==> src/rtl/memory_arbiter_pkg.sv <==
// Shared types and constants for the instruction/data RAM arbiter.
package memory_arbiter_pkg;

    localparam int ADDR_W = 9;
    localparam int DATA_W = 32;

    localparam logic PORT_I = 1'b0;
    localparam logic PORT_D = 1'b1;

    typedef enum logic [2:0] {
        IDLE,
        RD_ISSUE,
        RD_WAIT,
        WR,
        ACK
    } state_t;

endpackage

==> src/rtl/memory_arbiter_if.sv <==
// Requester-side and RAM-side signals of the arbiter, bundled in one interface.
interface memory_arbiter_if;
    import memory_arbiter_pkg::*;

    logic              i_req;
    logic [ADDR_W-1:0] i_addr;
    logic              i_ack;
    logic [DATA_W-1:0] i_rdata;

    logic              d_req;
    logic              d_we;
    logic [ADDR_W-1:0] d_addr;
    logic [DATA_W-1:0] d_wdata;
    logic              d_ack;
    logic [DATA_W-1:0] d_rdata;

    logic              mem_read;
    logic              mem_write;
    logic [ADDR_W-1:0] mem_addr;
    logic [DATA_W-1:0] mem_wdata;
    logic [DATA_W-1:0] mem_rdata;

    logic              busy;

    modport slave (
        input  i_req, i_addr, d_req, d_we, d_addr, d_wdata, mem_rdata,
        output i_ack, i_rdata, d_ack, d_rdata,
        output mem_read, mem_write, mem_addr, mem_wdata, busy
    );

    modport master (
        output i_req, i_addr, d_req, d_we, d_addr, d_wdata, mem_rdata,
        input  i_ack, i_rdata, d_ack, d_rdata,
        input  mem_read, mem_write, mem_addr, mem_wdata, busy
    );

endinterface

==> src/rtl/memory_arbiter.sv <==
// Round-robin arbiter/sequencer sharing one synchronous RAM between fetch (I)
// and load/store (D) ports, holding each port's read data between accesses.
module memory_arbiter
    import memory_arbiter_pkg::*;
(
    input  logic             clk,
    input  logic             clr,
    memory_arbiter_if.slave  bus
);

    state_t            state;
    state_t            next_state;
    logic              last_grant;
    logic              grant;
    logic              any_req;
    logic [ADDR_W-1:0] addr_q;
    logic [DATA_W-1:0] wdata_q;
    logic [DATA_W-1:0] i_rdata_q;
    logic [DATA_W-1:0] d_rdata_q;

    // On a tie the port that did not win last time gets the RAM.
    assign any_req = bus.i_req | bus.d_req;
    assign grant   = (bus.i_req && bus.d_req) ? ~last_grant
                                              : (bus.d_req ? PORT_D : PORT_I);

    always_ff @(posedge clk) begin
        if (clr) begin
            state <= IDLE;
        end else begin
            state <= next_state;
        end
    end

    always_comb begin
        next_state = state;
        case (state)
            IDLE: begin
                if (any_req) begin
                    next_state = (grant == PORT_D && bus.d_we) ? WR : RD_ISSUE;
                end
            end
            RD_ISSUE: next_state = RD_WAIT;
            RD_WAIT:  next_state = ACK;
            WR:       next_state = ACK;
            ACK:      next_state = IDLE;
            default:  next_state = IDLE;
        endcase
    end

    // last_grant doubles as the owner of the access in flight.
    always_ff @(posedge clk) begin
        if (clr) begin
            last_grant <= PORT_I;
            addr_q     <= '0;
            wdata_q    <= '0;
            i_rdata_q  <= '0;
            d_rdata_q  <= '0;
        end else begin
            if (state == IDLE && any_req) begin
                last_grant <= grant;
                addr_q     <= (grant == PORT_D) ? bus.d_addr : bus.i_addr;
                if (grant == PORT_D) begin
                    wdata_q <= bus.d_wdata;
                end
            end
            if (state == RD_WAIT) begin
                if (last_grant == PORT_D) begin
                    d_rdata_q <= bus.mem_rdata;
                end else begin
                    i_rdata_q <= bus.mem_rdata;
                end
            end
        end
    end

    // RAM strobes are gated by clr so nothing touches the RAM on a reset edge.
    assign bus.mem_read  = (state == RD_ISSUE) && !clr;
    assign bus.mem_write = (state == WR) && !clr;
    assign bus.mem_addr  = addr_q;
    assign bus.mem_wdata = wdata_q;
    assign bus.i_ack     = (state == ACK) && (last_grant == PORT_I);
    assign bus.d_ack     = (state == ACK) && (last_grant == PORT_D);
    assign bus.i_rdata   = i_rdata_q;
    assign bus.d_rdata   = d_rdata_q;
    assign bus.busy      = (state != IDLE);

endmodule

==> src/flat_wrapper.sv <==
// flat-port wrapper written by rule: the top's interface ports become plain ports
module memory_arbiter_flat import memory_arbiter_pkg::*;
  (clk, clr, bus_i_req, bus_i_addr, bus_d_req, bus_d_we, bus_d_addr, bus_d_wdata, bus_mem_rdata, bus_i_ack, bus_i_rdata, bus_d_ack, bus_d_rdata, bus_mem_read, bus_mem_write, bus_mem_addr, bus_mem_wdata, bus_busy);
  memory_arbiter_if bus_i ();
  input  logic clk;
  input  logic clr;
  input wire logic [$bits(bus_i.i_req)-1:0] bus_i_req;
  input wire logic [$bits(bus_i.i_addr)-1:0] bus_i_addr;
  input wire logic [$bits(bus_i.d_req)-1:0] bus_d_req;
  input wire logic [$bits(bus_i.d_we)-1:0] bus_d_we;
  input wire logic [$bits(bus_i.d_addr)-1:0] bus_d_addr;
  input wire logic [$bits(bus_i.d_wdata)-1:0] bus_d_wdata;
  input wire logic [$bits(bus_i.mem_rdata)-1:0] bus_mem_rdata;
  output wire logic [$bits(bus_i.i_ack)-1:0] bus_i_ack;
  output wire logic [$bits(bus_i.i_rdata)-1:0] bus_i_rdata;
  output wire logic [$bits(bus_i.d_ack)-1:0] bus_d_ack;
  output wire logic [$bits(bus_i.d_rdata)-1:0] bus_d_rdata;
  output wire logic [$bits(bus_i.mem_read)-1:0] bus_mem_read;
  output wire logic [$bits(bus_i.mem_write)-1:0] bus_mem_write;
  output wire logic [$bits(bus_i.mem_addr)-1:0] bus_mem_addr;
  output wire logic [$bits(bus_i.mem_wdata)-1:0] bus_mem_wdata;
  output wire logic [$bits(bus_i.busy)-1:0] bus_busy;
  assign bus_i.i_req = bus_i_req;
  assign bus_i.i_addr = bus_i_addr;
  assign bus_i.d_req = bus_d_req;
  assign bus_i.d_we = bus_d_we;
  assign bus_i.d_addr = bus_d_addr;
  assign bus_i.d_wdata = bus_d_wdata;
  assign bus_i.mem_rdata = bus_mem_rdata;
  assign bus_i_ack = bus_i.i_ack;
  assign bus_i_rdata = bus_i.i_rdata;
  assign bus_d_ack = bus_i.d_ack;
  assign bus_d_rdata = bus_i.d_rdata;
  assign bus_mem_read = bus_i.mem_read;
  assign bus_mem_write = bus_i.mem_write;
  assign bus_mem_addr = bus_i.mem_addr;
  assign bus_mem_wdata = bus_i.mem_wdata;
  assign bus_busy = bus_i.busy;
  memory_arbiter u_core (.clk(clk), .clr(clr), .bus(bus_i));
endmodule
==> config.mk <==
export PLATFORM = sky130hd
export DESIGN_NAME = memory_arbiter_flat
export DESIGN_NICKNAME = d
export VERILOG_FILES = /design/src/rtl/memory_arbiter_pkg.sv /design/src/rtl/memory_arbiter_if.sv /design/src/rtl/memory_arbiter.sv /design/src/flat_wrapper.sv
export SDC_FILE = /design/constraint.sdc
export NUM_CORES = 1
export LEC_CHECK = 0
export CAP_MARGIN = 20
export CORE_MARGIN = 3
export CORE_UTILIZATION = 41
export DETAILED_ROUTE_END_ITERATION = 10
export GPL_ROUTABILITY_DRIVEN = 0
export PLACE_DENSITY = 0.85
export SETUP_SLACK_MARGIN = 0.1
export SKIP_LAST_GASP = 1
export SLEW_MARGIN = 20
export SYNTH_ARGS = -nofsm -noshare
export SYNTH_HDL_FRONTEND = slang
export SYNTH_SLANG_ARGS = --single-unit
==> constraint.sdc <==
create_clock -name clk -period 3.7 [get_ports clk]
set_input_delay 0.37 -clock clk [delete_from_list [all_inputs] [get_ports clk]]
set_output_delay 0.37 -clock clk [all_outputs]
set_load 0.05 [all_outputs]
# Word level (Yosys, flattened, before mapping)
# Cells that the tools add are included.
classes:
  n_mux: 6
  n_reduce_logical: 14
  bitwise_logic: 2
  n_eq_ne: 5
ops:
  columns: ["cell", "n"]
  rows:
  - ["$mux W9", 1]
  - ["$pmux W3 S3", 1]
  - ["$logic_and A1 B1 Y1", 7]
  - ["$eq A3 B2 Y1 const B", 2]
  - ["$reduce_and A2 Y1", 3]
  - ["$eq A3 B1 Y1 const B", 1]
  - ["$eq A3 B3 Y1 const B", 1]
  - ["$logic_not A3 Y1", 1]
  - ["$mux W3", 1]
  - ["$reduce_bool A3 Y1", 1]
  - ["$mux W1", 2]
  - ["$mux W2", 1]
  - ["$ne A2 B1 Y1 const B", 1]
  - ["$reduce_or A2 Y1", 1]
  - ["$logic_not A1 Y1", 1]
  - ["$not A1 Y1", 1]
  - ["$or A1 B1 Y1", 1]
totals:
  out_inout_bits: 110
  in_bits: 87
  elab_cells: 33
  ff_bits: 109

# Logic depth before layout (Yosys ltp)
depth:
  depth_word: 6
  mapped_depth: 6
  ltp_nobuf: 4

# Least setup slack after synthesis
# OpenSTA, ideal clock, no wires.
synth_path:
  kind: "in2out"
  startpoint: "input port clr"
  endpoint: "output port bus_mem_read"
  t_required_ns: 3.330
  arrival_time_ns: 2.396
  cell_stages: 3
  path_buffers: 2
  slack_ns: 0.934
  path_cell_list: "clkbuf_1 > buf_1 > nor4b_1"
synth_via:
  elab_chain_len: 2
synth_rtl:
  columns: ["element", "line_no", "rtl"]
  rows:
  - ["start, declared", "flat_wrapper.sv:6", "input logic clr;"]
  - ["$logic_not A1 Y1", "memory_arbiter.sv:77", "assign bus.mem_read = (state == RD_ISSUE) && !clr;"]
  - ["$logic_and A1 B1 Y1", "memory_arbiter.sv:77", null]
  - ["end, declared", "flat_wrapper.sv:18", "output wire logic [$bits(bus_i.mem_read)-1:0] bus_mem_read;"]
# Every way passes these cells.

# Worst setup path after layout
layout_path:
  startpoint: "register u_core.state[0]"
  endpoint: "output port bus_busy"
layout_via:
  elab_chain_len: 1
layout_rtl:
  columns: ["element", "line_no", "rtl"]
  rows:
  - ["start, declared", "memory_arbiter.sv:11", "state_t state;"]
  - ["start signal, assigned", "memory_arbiter.sv:30", "state <= next_state;"]
  - ["$reduce_bool A3 Y1", "memory_arbiter.sv:85", "assign bus.busy = (state != IDLE);"]
  - ["end, declared", "flat_wrapper.sv:22", "output wire logic [$bits(bus_i.busy)-1:0] bus_busy;"]
# Every way passes these cells.

==> results.txt <==
Multi-input logic area: 1670 µm²
Post-synthesis sequential area ratio: 0.534
Io pins: 197
# H-tree levels: 3
Area delta synth->final: 52.6%
Skew-Pair Late Insertion Delay: 0.36 ns
Die Wd: 106 µm
Synth Area in Compound Gates: 0.210
Final Core Density: 0.659
DP Area: 6050 µm²
Site Rows: 35
Post_cts resized: 0
Cell breakdown of the critical path: nor3_4 -> inv_2 -> clkdlybuf4s50_1
Number of setup buffers added after CTS: 0
Synth Area in XOR/XNOR: 0
Max-Cap Viols: 0
Slew Limit Fails: 0
Min-delay worst type: input pin to flop
Setup crit end kind: output port
Dominant synthesized flop cell: dfxtp_1
Filler cells: 794
Final min period: 2.80 ns
Synth Instances: 492
P_leak: 2.12 nW
Slowest CP cell: clkdlybuf4s50_1
Highest Clock Rate: 358 MHz
RSZ-0062 raised after global routing: no
Max-slew headroom: 0.520
First-pass GRT wire length: 19700 µm
Total gr overflow: 0
Initial drt markers: 226
Status: complete, no violations
NumNets Final: 746
Num CTS Buffers: 9
Synth Area in Simple Gates: 0.191
Yosys top cell by area: dfxtp_1
Yosys warnings: 0
EDFF count, synth: 0
#FFs+latches synth: 109
Avg Inst Size Synth: 8.31 µm²
WL final: 12500 µm
Largest family of logic cells by synthesized area: compound AO/OA/AOI/OAI gates
# hold bufs at CTS: 0
Startpoint Class: flop
Critical Path Max Stage Delay: 0.91 ns
DR WL/cell: 15.8 µm
Distinct cells, synth: 31
Clock slew at reported path FFs: 0.11 ns
Detailed placement HPWL: 8830 µm
Overall global routing resource usage: 0.216
Worst IR Drop VDD: 0.285 mV
Register area: 2180 µm²
Largest net degree at the start of global routing: 74
CORE AREA: 9460 µm²
CP bufs+invs: 2
Crit path max-delay family: buffers and inverters
Vias in the first global route: 4060
Async SR Flop Fraction: 0
Initial Util: 0.432
CTS tree: built
Clk buf depth: 2
Commonest non-fill, non-tap cell in the layout: clkdlybuf4s50_1
Worst EP arrival: 2.43 ns
Adder-cell share of the synthesized area: 0
ANT cells: 0
Layout cell share with drive strength beyond 1: 0.0602
Crit Path Max Fanout: 35
Full die area: 11200 µm²
Hold Fails Final Rpt: 0
Critical path class: flop to output port
Cell Area, Synth: 4090 µm²
Period utilization: 0.756
First-pass DRT Iterations: 4
Clk sink count: 109
Finished Cell Area: 6230 µm²
Mapped Nets: 579
Post-Route Setup TNS: 0 ns
Worst Path Required: 3.33 ns
Residual DRC count: 0
Ranking of synthesized cells by area: dfxtp_1 (53%), a21oi_1 (12%), nand2_1 (12%)
Final setup fails: 0
Antenna violations before repair: 0
Clock skew: 0.0116 ns
Pwr per Cell Area: 433 nW/µm²
Routed vias: 4135
Final antenna-violating net count: 0
Yosys top cell area share: 0.534
Slew @ Worst Pin: 0.719 ns
Root buffer cell: clkbuf_8
Via-per-instance ratio: 5.21
Die height: 106 µm
Most frequent cells in the layout: clkdlybuf4s50_1 (195), nand2_1 (129), dfxtp_1 (109)
Mux share of post-synthesis cell area: 0
I/O Buffers: 196
path summary, 6_finish.rpt:
kind         cells after the start                        to                   start  slack (ns)
max                              3                  bus_busy         u_core.state[0]        0.90
min                              2  u_core.bus.mem_wdata[21]                     clr        0.44
max reg2reg                      3    u_core.bus.i_rdata[31]         u_core.state[2]        1.73
min reg2reg                      2    u_core.bus.i_rdata[11]  u_core.bus.i_rdata[11]        0.46
flip-flops by register name, indices dropped and copies added (netlist names):
signal and flops:
u_core.bus.d_rdata 32, u_core.bus.i_rdata 32, u_core.bus.mem_addr 9, u_core.bus.mem_wdata 32, u_core.last_grant 1, u_core.state 3
where the power goes:
part           leakage [nW]  switching [mW]  internal, mW  total [mW]
Combinational          1.14           0.467         0.270       0.737
Sequential            0.887          0.0498          1.24        1.29
Clock                0.0889           0.401         0.267       0.669
Total                  2.12           0.918          1.78        2.70
metal layers:
metal / part of all wire / track usage
met1: 0.38 / 0.237
met4: 0.021 / 0.0666
met2: 0.51 / 0.383
met3: 0.096 / 0.0857
met5: 0 / 0
cells by family after synthesis:
group,after synthesis
AND/OR/NAND/NOR,176
AO/OA/AOI/OAI,151
buffers and inverters,56
flip-flops,109
final cells by class:
cell class / count / share of cell area
tap: 129 / 0.0259
clock inverter: 6 / 0.00743
inverter: 10 / 0.00602
multi-input combinational: 327 / 0.267
sequential: 109 / 0.350
clock buffer: 10 / 0.0221
timing repair buffer: 202 / 0.321
synth_stat cells, types with 2 or more instances:
library cell  instances
a41oi_1               9
o221a_2               9
nor4bb_1              2
o21ai_1               4
nor4b_1               2
buf_4                 4
nand3_1              32
buf_2                15
inv_1                 9
nand2_1             129
o21ai_0              28
buf_1                 2
dfxtp_1             109
a21oi_1              98
clkbuf_1             22
buf_6                 3
metrics by stage:
step	total power [mW]	cells	setup slack [ns]	hold WS, ns
finish	2.70	793	0.904	0.439
global route	2.81	793	0.745	0.444
CTS	2.72	793	0.902	0.422
detailed placement	2.06	777	1.33	0.446
global placement	2.04	777	1.37	0.442
floorplan	1.77	492	0.934	0.506
No activity file was read; power rests on OpenSTA's default activity.
